`config.mk`:
```
export PLATFORM = sky130hd
export DESIGN_NAME = decode_stage
export DESIGN_NICKNAME = d
export VERILOG_FILES = /design/src/rtl/decode_stage.sv
export SDC_FILE = /design/constraint.sdc
export NUM_CORES = 1
export LEC_CHECK = 0
export ABC_CLOCK_PERIOD_IN_PS = 2500
export BUFFER_PORTS_ARGS = -buffer_cell sky130_fd_sc_hd__buf_2
export CAP_MARGIN = 15
export CORE_ASPECT_RATIO = 0.5
export CORE_MARGIN = 4
export CORE_UTILIZATION = 47
export CTS_BUF_LIST = sky130_fd_sc_hd__clkbuf_16
export DETAILED_ROUTE_END_ITERATION = 10
export GPL_ROUTABILITY_DRIVEN = 0
export PLACE_DENSITY = 0.87
export SLEW_MARGIN = 10
export SYNTH_ARGS = -nofsm -noshare
export SYNTH_HDL_FRONTEND = slang
export SYNTH_SLANG_ARGS = --single-unit
```
`constraint.sdc`:
```
create_clock -name CLK -period 2.5 [get_ports CLK]
set_clock_uncertainty 0.2 [all_clocks]
set_input_delay 0.5 -clock CLK [delete_from_list [all_inputs] [get_ports CLK]]
set_output_delay 0.5 -clock CLK [all_outputs]
set_load 0.02 [all_outputs]
```
`src/rtl/decode_stage.sv`:
```
// Decode stage: turns a 16-bit instruction into a registered control word and
// holds back instructions whose source registers still await writeback.
module decode_stage #(
   parameter bit WB_BYPASS = 1'b1
) (
   input  logic        CLK,
   input  logic        RST_N,
   input  logic [15:0] INST_IN,
   input  logic        INST_VALID_IN,
   output logic        INST_READY_OUT,
   input  logic        STALL_IN,
   input  logic        FLUSH_IN,
   input  logic        WB_VALID_IN,
   input  logic [2:0]  WB_AD_IN,
   output logic        VALID_OUT,
   output logic        AR_OUT,
   output logic        BR_OUT,
   output logic [3:0]  ALU_OUT,
   output logic [2:0]  cond_OUT,
   output logic        input_OUT,
   output logic        wren_OUT,
   output logic        ADR_MUX_OUT,
   output logic        write_OUT,
   output logic        PC_load_OUT,
   output logic [2:0]  writeAd_OUT,
   output logic        ILLEGAL_OUT
);

   localparam logic [3:0] OP_NOP   = 4'd0;
   localparam logic [3:0] OP_ADD   = 4'd1;
   localparam logic [3:0] OP_SUB   = 4'd2;
   localparam logic [3:0] OP_AND   = 4'd3;
   localparam logic [3:0] OP_OR    = 4'd4;
   localparam logic [3:0] OP_ADDI  = 4'd5;
   localparam logic [3:0] OP_LOAD  = 4'd6;
   localparam logic [3:0] OP_STORE = 4'd7;
   localparam logic [3:0] OP_IN    = 4'd8;
   localparam logic [3:0] OP_BR    = 4'd9;

   typedef struct packed {
      logic       ar;
      logic       br;
      logic [3:0] alu;
      logic [2:0] cond;
      logic       in_sel;
      logic       wren;
      logic       adr_mux;
      logic       write;
      logic       pc_load;
      logic [2:0] write_ad;
      logic       illegal;
   } ctrl_t;

   localparam ctrl_t CTRL_ZERO = '{
      ar: 1'b0, br: 1'b0, alu: 4'd0, cond: 3'd0, in_sel: 1'b0, wren: 1'b0,
      adr_mux: 1'b0, write: 1'b0, pc_load: 1'b0, write_ad: 3'd0, illegal: 1'b0
   };

   function automatic logic [7:0] onehot8(input logic [2:0] idx);
      return 8'd1 << idx;
   endfunction

   logic       valid_q, valid_d;
   ctrl_t      ctrl_q, ctrl_d;
   logic [7:0] busy_q, busy_d;

   ctrl_t      dec_s;
   logic [3:0] op_s;
   logic [2:0] src_a_s, src_b_s;
   logic       src_a_en_s, src_b_en_s;
   logic [7:0] wb_clr_s, busy_view_s, held_mask_s, block_mask_s, set_mask_s;
   logic       hazard_s, ready_s, accept_s, issue_s;

   assign op_s = INST_IN[15:12];

   // Instruction decode into a candidate control word and its source operands
   always_comb begin
      dec_s          = CTRL_ZERO;
      dec_s.write_ad = INST_IN[11:9];
      src_a_s        = INST_IN[8:6];
      src_b_s        = INST_IN[5:3];
      src_a_en_s     = 1'b0;
      src_b_en_s     = 1'b0;
      case (op_s)
         OP_NOP: begin
            dec_s.write_ad = INST_IN[11:9];
         end
         OP_ADD, OP_SUB, OP_AND, OP_OR: begin
            dec_s.ar    = 1'b1;
            dec_s.br    = 1'b1;
            dec_s.write = 1'b1;
            dec_s.alu   = op_s - 4'd1;
            src_a_en_s  = 1'b1;
            src_b_en_s  = 1'b1;
         end
         OP_ADDI: begin
            dec_s.ar    = 1'b1;
            dec_s.write = 1'b1;
            src_a_en_s  = 1'b1;
         end
         OP_LOAD: begin
            dec_s.ar      = 1'b1;
            dec_s.adr_mux = 1'b1;
            dec_s.write   = 1'b1;
            src_a_en_s    = 1'b1;
         end
         OP_STORE: begin
            // the stored data comes from rd, so rd is a read operand here
            dec_s.ar      = 1'b1;
            dec_s.adr_mux = 1'b1;
            dec_s.wren    = 1'b1;
            src_a_en_s    = 1'b1;
            src_b_en_s    = 1'b1;
            src_b_s       = INST_IN[11:9];
         end
         OP_IN: begin
            dec_s.in_sel = 1'b1;
            dec_s.write  = 1'b1;
         end
         OP_BR: begin
            dec_s.pc_load = 1'b1;
            dec_s.cond    = INST_IN[2:0];
         end
         default: begin
            dec_s.illegal = 1'b1;
         end
      endcase
   end

   // Hazard detection and fetch handshake
   always_comb begin
      wb_clr_s    = WB_VALID_IN ? onehot8(WB_AD_IN) : 8'h00;
      busy_view_s = WB_BYPASS ? (busy_q & ~wb_clr_s) : busy_q;
      held_mask_s = (valid_q && ctrl_q.write) ? onehot8(ctrl_q.write_ad) : 8'h00;
      block_mask_s = busy_view_s | held_mask_s;
      hazard_s = (src_a_en_s && block_mask_s[src_a_s]) ||
                 (src_b_en_s && block_mask_s[src_b_s]);
      ready_s  = !FLUSH_IN && (!valid_q || !STALL_IN) && !hazard_s;
      accept_s = ready_s && INST_VALID_IN;
      issue_s  = valid_q && !STALL_IN && !FLUSH_IN;
   end

   assign INST_READY_OUT = ready_s;

   // Output register next state: flush, hold, load or bubble
   always_comb begin
      valid_d = 1'b0;
      ctrl_d  = CTRL_ZERO;
      if (FLUSH_IN) begin
         valid_d = 1'b0;
         ctrl_d  = CTRL_ZERO;
      end else if (valid_q && STALL_IN) begin
         valid_d = valid_q;
         ctrl_d  = ctrl_q;
      end else if (accept_s) begin
         valid_d = 1'b1;
         ctrl_d  = dec_s;
      end else begin
         valid_d = 1'b0;
         ctrl_d  = CTRL_ZERO;
      end
   end

   // Scoreboard next state; a set in the same cycle as a clear wins
   always_comb begin
      set_mask_s = (issue_s && ctrl_q.write) ? onehot8(ctrl_q.write_ad) : 8'h00;
      busy_d     = (busy_q & ~wb_clr_s) | set_mask_s;
   end

   // State registers
   always_ff @(posedge CLK or negedge RST_N) begin
      if (!RST_N) begin
         valid_q <= 1'b0;
         ctrl_q  <= CTRL_ZERO;
         busy_q  <= 8'h00;
      end else begin
         valid_q <= valid_d;
         ctrl_q  <= ctrl_d;
         busy_q  <= busy_d;
      end
   end

   assign VALID_OUT   = valid_q;
   assign AR_OUT      = ctrl_q.ar;
   assign BR_OUT      = ctrl_q.br;
   assign ALU_OUT     = ctrl_q.alu;
   assign cond_OUT    = ctrl_q.cond;
   assign input_OUT   = ctrl_q.in_sel;
   assign wren_OUT    = ctrl_q.wren;
   assign ADR_MUX_OUT = ctrl_q.adr_mux;
   assign write_OUT   = ctrl_q.write;
   assign PC_load_OUT = ctrl_q.pc_load;
   assign writeAd_OUT = ctrl_q.write_ad;
   assign ILLEGAL_OUT = ctrl_q.illegal;

endmodule

```
==> impl_results.rst <==
.. list-table::
   :header-rows: 1

   * - Metric
     - Value
   * - Final net count
     - 301
   * - Syn Area/Cell
     - 8.85 um2
   * - Net count after synthesis
     - 224
   * - Count of H-tree levels built during CTS
     - 1
   * - Die Footprint
     - 4760 um2
   * - Worst hold margin
     - 38.1 ps
   * - Vias in the first global route
     - 1964
   * - Number of pins with negative max-slew slack in the final report
     - 0
   * - Crit path required time
     - 1800 ps
   * - Post-route antenna net violation count
     - 0
   * - Vias after detailed routing
     - 1993
   * - Predominant post-synthesis flop cell
     - sky130_fd_sc_hd__dfrtp_1
   * - Worst setup path category
     - input pin to primary output
   * - Ratio of cells with drive above 1 in the final layout
     - 0.387
   * - Clock edge transition at the registers on the reported setup and hold paths
     - 70 ps
   * - Post-Syn Instances
     - 195
   * - Antenna violations before repair
     - 0
   * - Final period demand of the worst path
     - 2840 ps
   * - # IOs
     - 45
   * - Later-pin clock latency in the skew report
     - 260 ps
   * - Placed Cells
     - 313
   * - Most common library cell in the layout ignoring fill and taps
     - sky130_fd_sc_hd__buf_2
   * - Endpoint class of the critical path
     - primary output
   * - Transition time at the pin with the least slew margin
     - 615 ps
   * - Register-to-register setup slack
     - 180 ps
   * - Number of design rule violations left after detail routing
     - 0
   * - Critical path startpoint
     - INST_IN[12]
   * - Sequential cell area fraction in the yosys report
     - 0.392
   * - Maximum root-to-sink buffer count
     - 2
   * - Max transition margin
     - 0.590
   * - #FFs+latches synth
     - 27
   * - Number of enable flip-flop cells after synthesis
     - 0
   * - Reg-to-Reg End
     - BR_OUT
   * - IO Port Bufs
     - 44
   * - Worst-case reg-to-reg path depth
     - 8
   * - Upper clock frequency limit
     - 353 MHz
   * - TritonCTS clock tree
     - built
   * - Min-delay worst type
     - input pin to async pin
   * - Ys async rst share
     - 1.00
   * - Starting Density
     - 0.497
   * - Final HPWL DP
     - 4010 um
   * - TritonCTS Buffers
     - 3
   * - Number of max-cap violations
     - 0
   * - Die extent in y
     - 50.8 um
   * - Final wirelength
     - 5990 um
   * - TritonRoute pass-1 iters
     - 8
   * - Routed WL per cell
     - 18.6 um
   * - Clock root buffer master
     - sky130_fd_sc_hd__clkbuf_16
   * - Total overflow reported by the global router
     - 0
   * - Most frequent cells in the layout
     - sky130_fd_sc_hd__buf_2 (41), sky130_fd_sc_hd__buf_4 (39), sky130_fd_sc_hd__nand2_1 (33)
   * - Power density relative to cell area
     - 442 nW/um2
   * - Final worst-path cycle share
     - 1.13
   * - Final setup violation count
     - 1
   * - Per-cell via count in the routed design
     - 6.19
   * - Cell variety after synth
     - 49
   * - Drt initial violations
     - 199
   * - Run status
     - complete, but fails checks
   * - Ant. Diodes
     - 0
   * - Smallest setup slack after layout
     - -336 ps
   * - Die X
     - 93.7 um
   * - Startpoint kind of the worst setup timing path
     - input pin
   * - Number of rows in the core area
     - 15
   * - Clock tree sinks
     - 27
   * - Static Leak
     - 1.17 nW
   * - Highest fanout seen on the critical path
     - 5
   * - Worst flop-to-flop path startpoint
     - VALID_OUT
   * - Maximum number of pins on one net before global-route repair
     - 28
   * - Area Overhead vs Synth
     - 40.6%
   * - Capture point of the worst path
     - INST_READY_OUT
   * - Overall Global Routing Usage
     - 0.263
   * - Violated checks
     - negative setup slack
   * - Final hold viol count
     - 0
   * - Number of non-filler instances in the completed layout
     - 322
   * - CORE AREA
     - 3470 um2
   * - Unrepaired setup endpoints after global routing
     - true
   * - Max VDD drop
     - 0.245 mV
   * - Netlist area before placement
     - 1730 um2
   * - First-pass GRT wire length
     - 9720 um
   * - Worst endpoint data arrival time
     - 2140 ps
   * - Yosys warning total
     - 0
   * - Hold Buf Count CTS
     - 0
[per-layer routing]
metal | up-vias | GRT usage | share of wire
li1 | 867 | - | -
met1 | 936 | 0.316 | 0.40
met2 | 144 | 0.443 | 0.46
met3 | 46 | 0.0706 | 0.088
met4 | 0 | 0.129 | 0.051
met5 | - | 0 | 0
[synthesized netlist by cell type, drive strengths merged (3+ instances only)]
cell type,count,share of area
nand3,12,0.035
o31ai,10,0.051
nand4,6,0.022
buf,4,0.018
mux2i,4,0.030
nand2,34,0.074
inv,7,0.015
a21oi,5,0.015
dfrtp,27,0.39
nor3,4,0.012
o21ai,17,0.049
ha,4,0.029
clkbuf,8,0.017
nor2b,3,0.011
o211ai,5,0.030
o22ai,3,0.011
nand2b,3,0.011
a22o,3,0.015
nor2,9,0.020
[kinds of logic (layout without fill, tap and decap cells)]
family / count (synthesis) / count (layout) / share of synthesized area
muxes: 4 / 4 / 0.0305
xor gates and xnor gates: 3 / 3 / 0.0152
and+or+nand+nor: 83 / 83 / 0.251
adders and majority gates: 4 / 4 / 0.0290
buffers and inverters: 19 / 95 / 0.0508
AOI/OAI and AO/OA: 55 / 55 / 0.232
DFF: 27 / 27 / 0.392
[power by group]
group / switching (mW) / internal (mW) / total, mW / leakage (nW)
clock network: 0.160 / 0.216 / 0.376 / 0.0409
logic: 0.134 / 0.105 / 0.239 / 0.760
registers: 0.0108 / 0.447 / 0.458 / 0.373
total: 0.305 / 0.768 / 1.07 / 1.17
[state kept, by name, summed over array words and instances, names as in the netlist]
| name | flops |
|---|---|
| ALU_OUT | 4 |
| writeAd_OUT | 3 |
| wren_OUT | 1 |
| AR_OUT | 1 |
| busy_q | 8 |
| ADR_MUX_OUT | 1 |
| PC_load_OUT | 1 |
| cond_OUT | 3 |
| ILLEGAL_OUT | 1 |
| BR_OUT | 1 |
| VALID_OUT | 1 |
| input_OUT | 1 |
| write_OUT | 1 |
[critical path, cell delays in order]
cell and delay, ps:
sky130_fd_sc_hd__buf_8 110, sky130_fd_sc_hd__ha_4 160, sky130_fd_sc_hd__nand3b_4 100, sky130_fd_sc_hd__mux2i_4 300, sky130_fd_sc_hd__buf_6 150, sky130_fd_sc_hd__mux2i_2 70, sky130_fd_sc_hd__a311oi_2 230, sky130_fd_sc_hd__o211ai_2 160
sky130_fd_sc_hd__nor3b_4 220, sky130_fd_sc_hd__buf_6 140
[worst min-delay path by stage]
| stage | from | to | slack (ps) | cells past startpoint |
|---|---|---|---|---|
| after global routing | RST_N | busy_q[2] | 100 | 1 |
| after detailed placement | ILLEGAL_OUT | ILLEGAL_OUT | 260 | 2 |
| final | RST_N | busy_q[1] | 40 | 1 |
| after CTS | RST_N | busy_q[7] | 60 | 1 |
| after floorplan | RST_N | ADR_MUX_OUT | 4 | 0 |
| after global placement | PC_load_OUT | PC_load_OUT | 260 | 1 |
[stage by stage]
stage           util  TNS [ps]  instance area, um2  total power, mW  worst slack (ps)
5_1_grt        0.699      -423                2430             1.11              -423
3_3_place_gp   0.646      -360                2240            0.665              -323
3_5_place_dp   0.646     -1090                2240            0.674              -418
2_1_floorplan      -      -262                1760            0.574              -262
6_report       0.699      -336                2430             1.07              -336
4_1_cts        0.693      -288                2400             1.05              -288
[timing repair]
| action | in CTS | in global routing |
|---|---|---|
| buffers inserted | 5 | 0 |
| endpoints found under the hold margin | 0 | 0 |
| pin swaps | 5 | 0 |
| resized for setup | 13 | 4 |
| endpoints found under the setup margin | 1 | 1 |
[layout make-up]
class,instances,area [um2]
clock buffer,3,75.1
multi-input combinational,149,1030
tap,51,63.8
sequential,27,676
inverter,7,26.3
clock inverter,1,5.00
fill,243,1050
timing repair buffer,84,551
No activity file was read; power rests on OpenSTA's default activity.
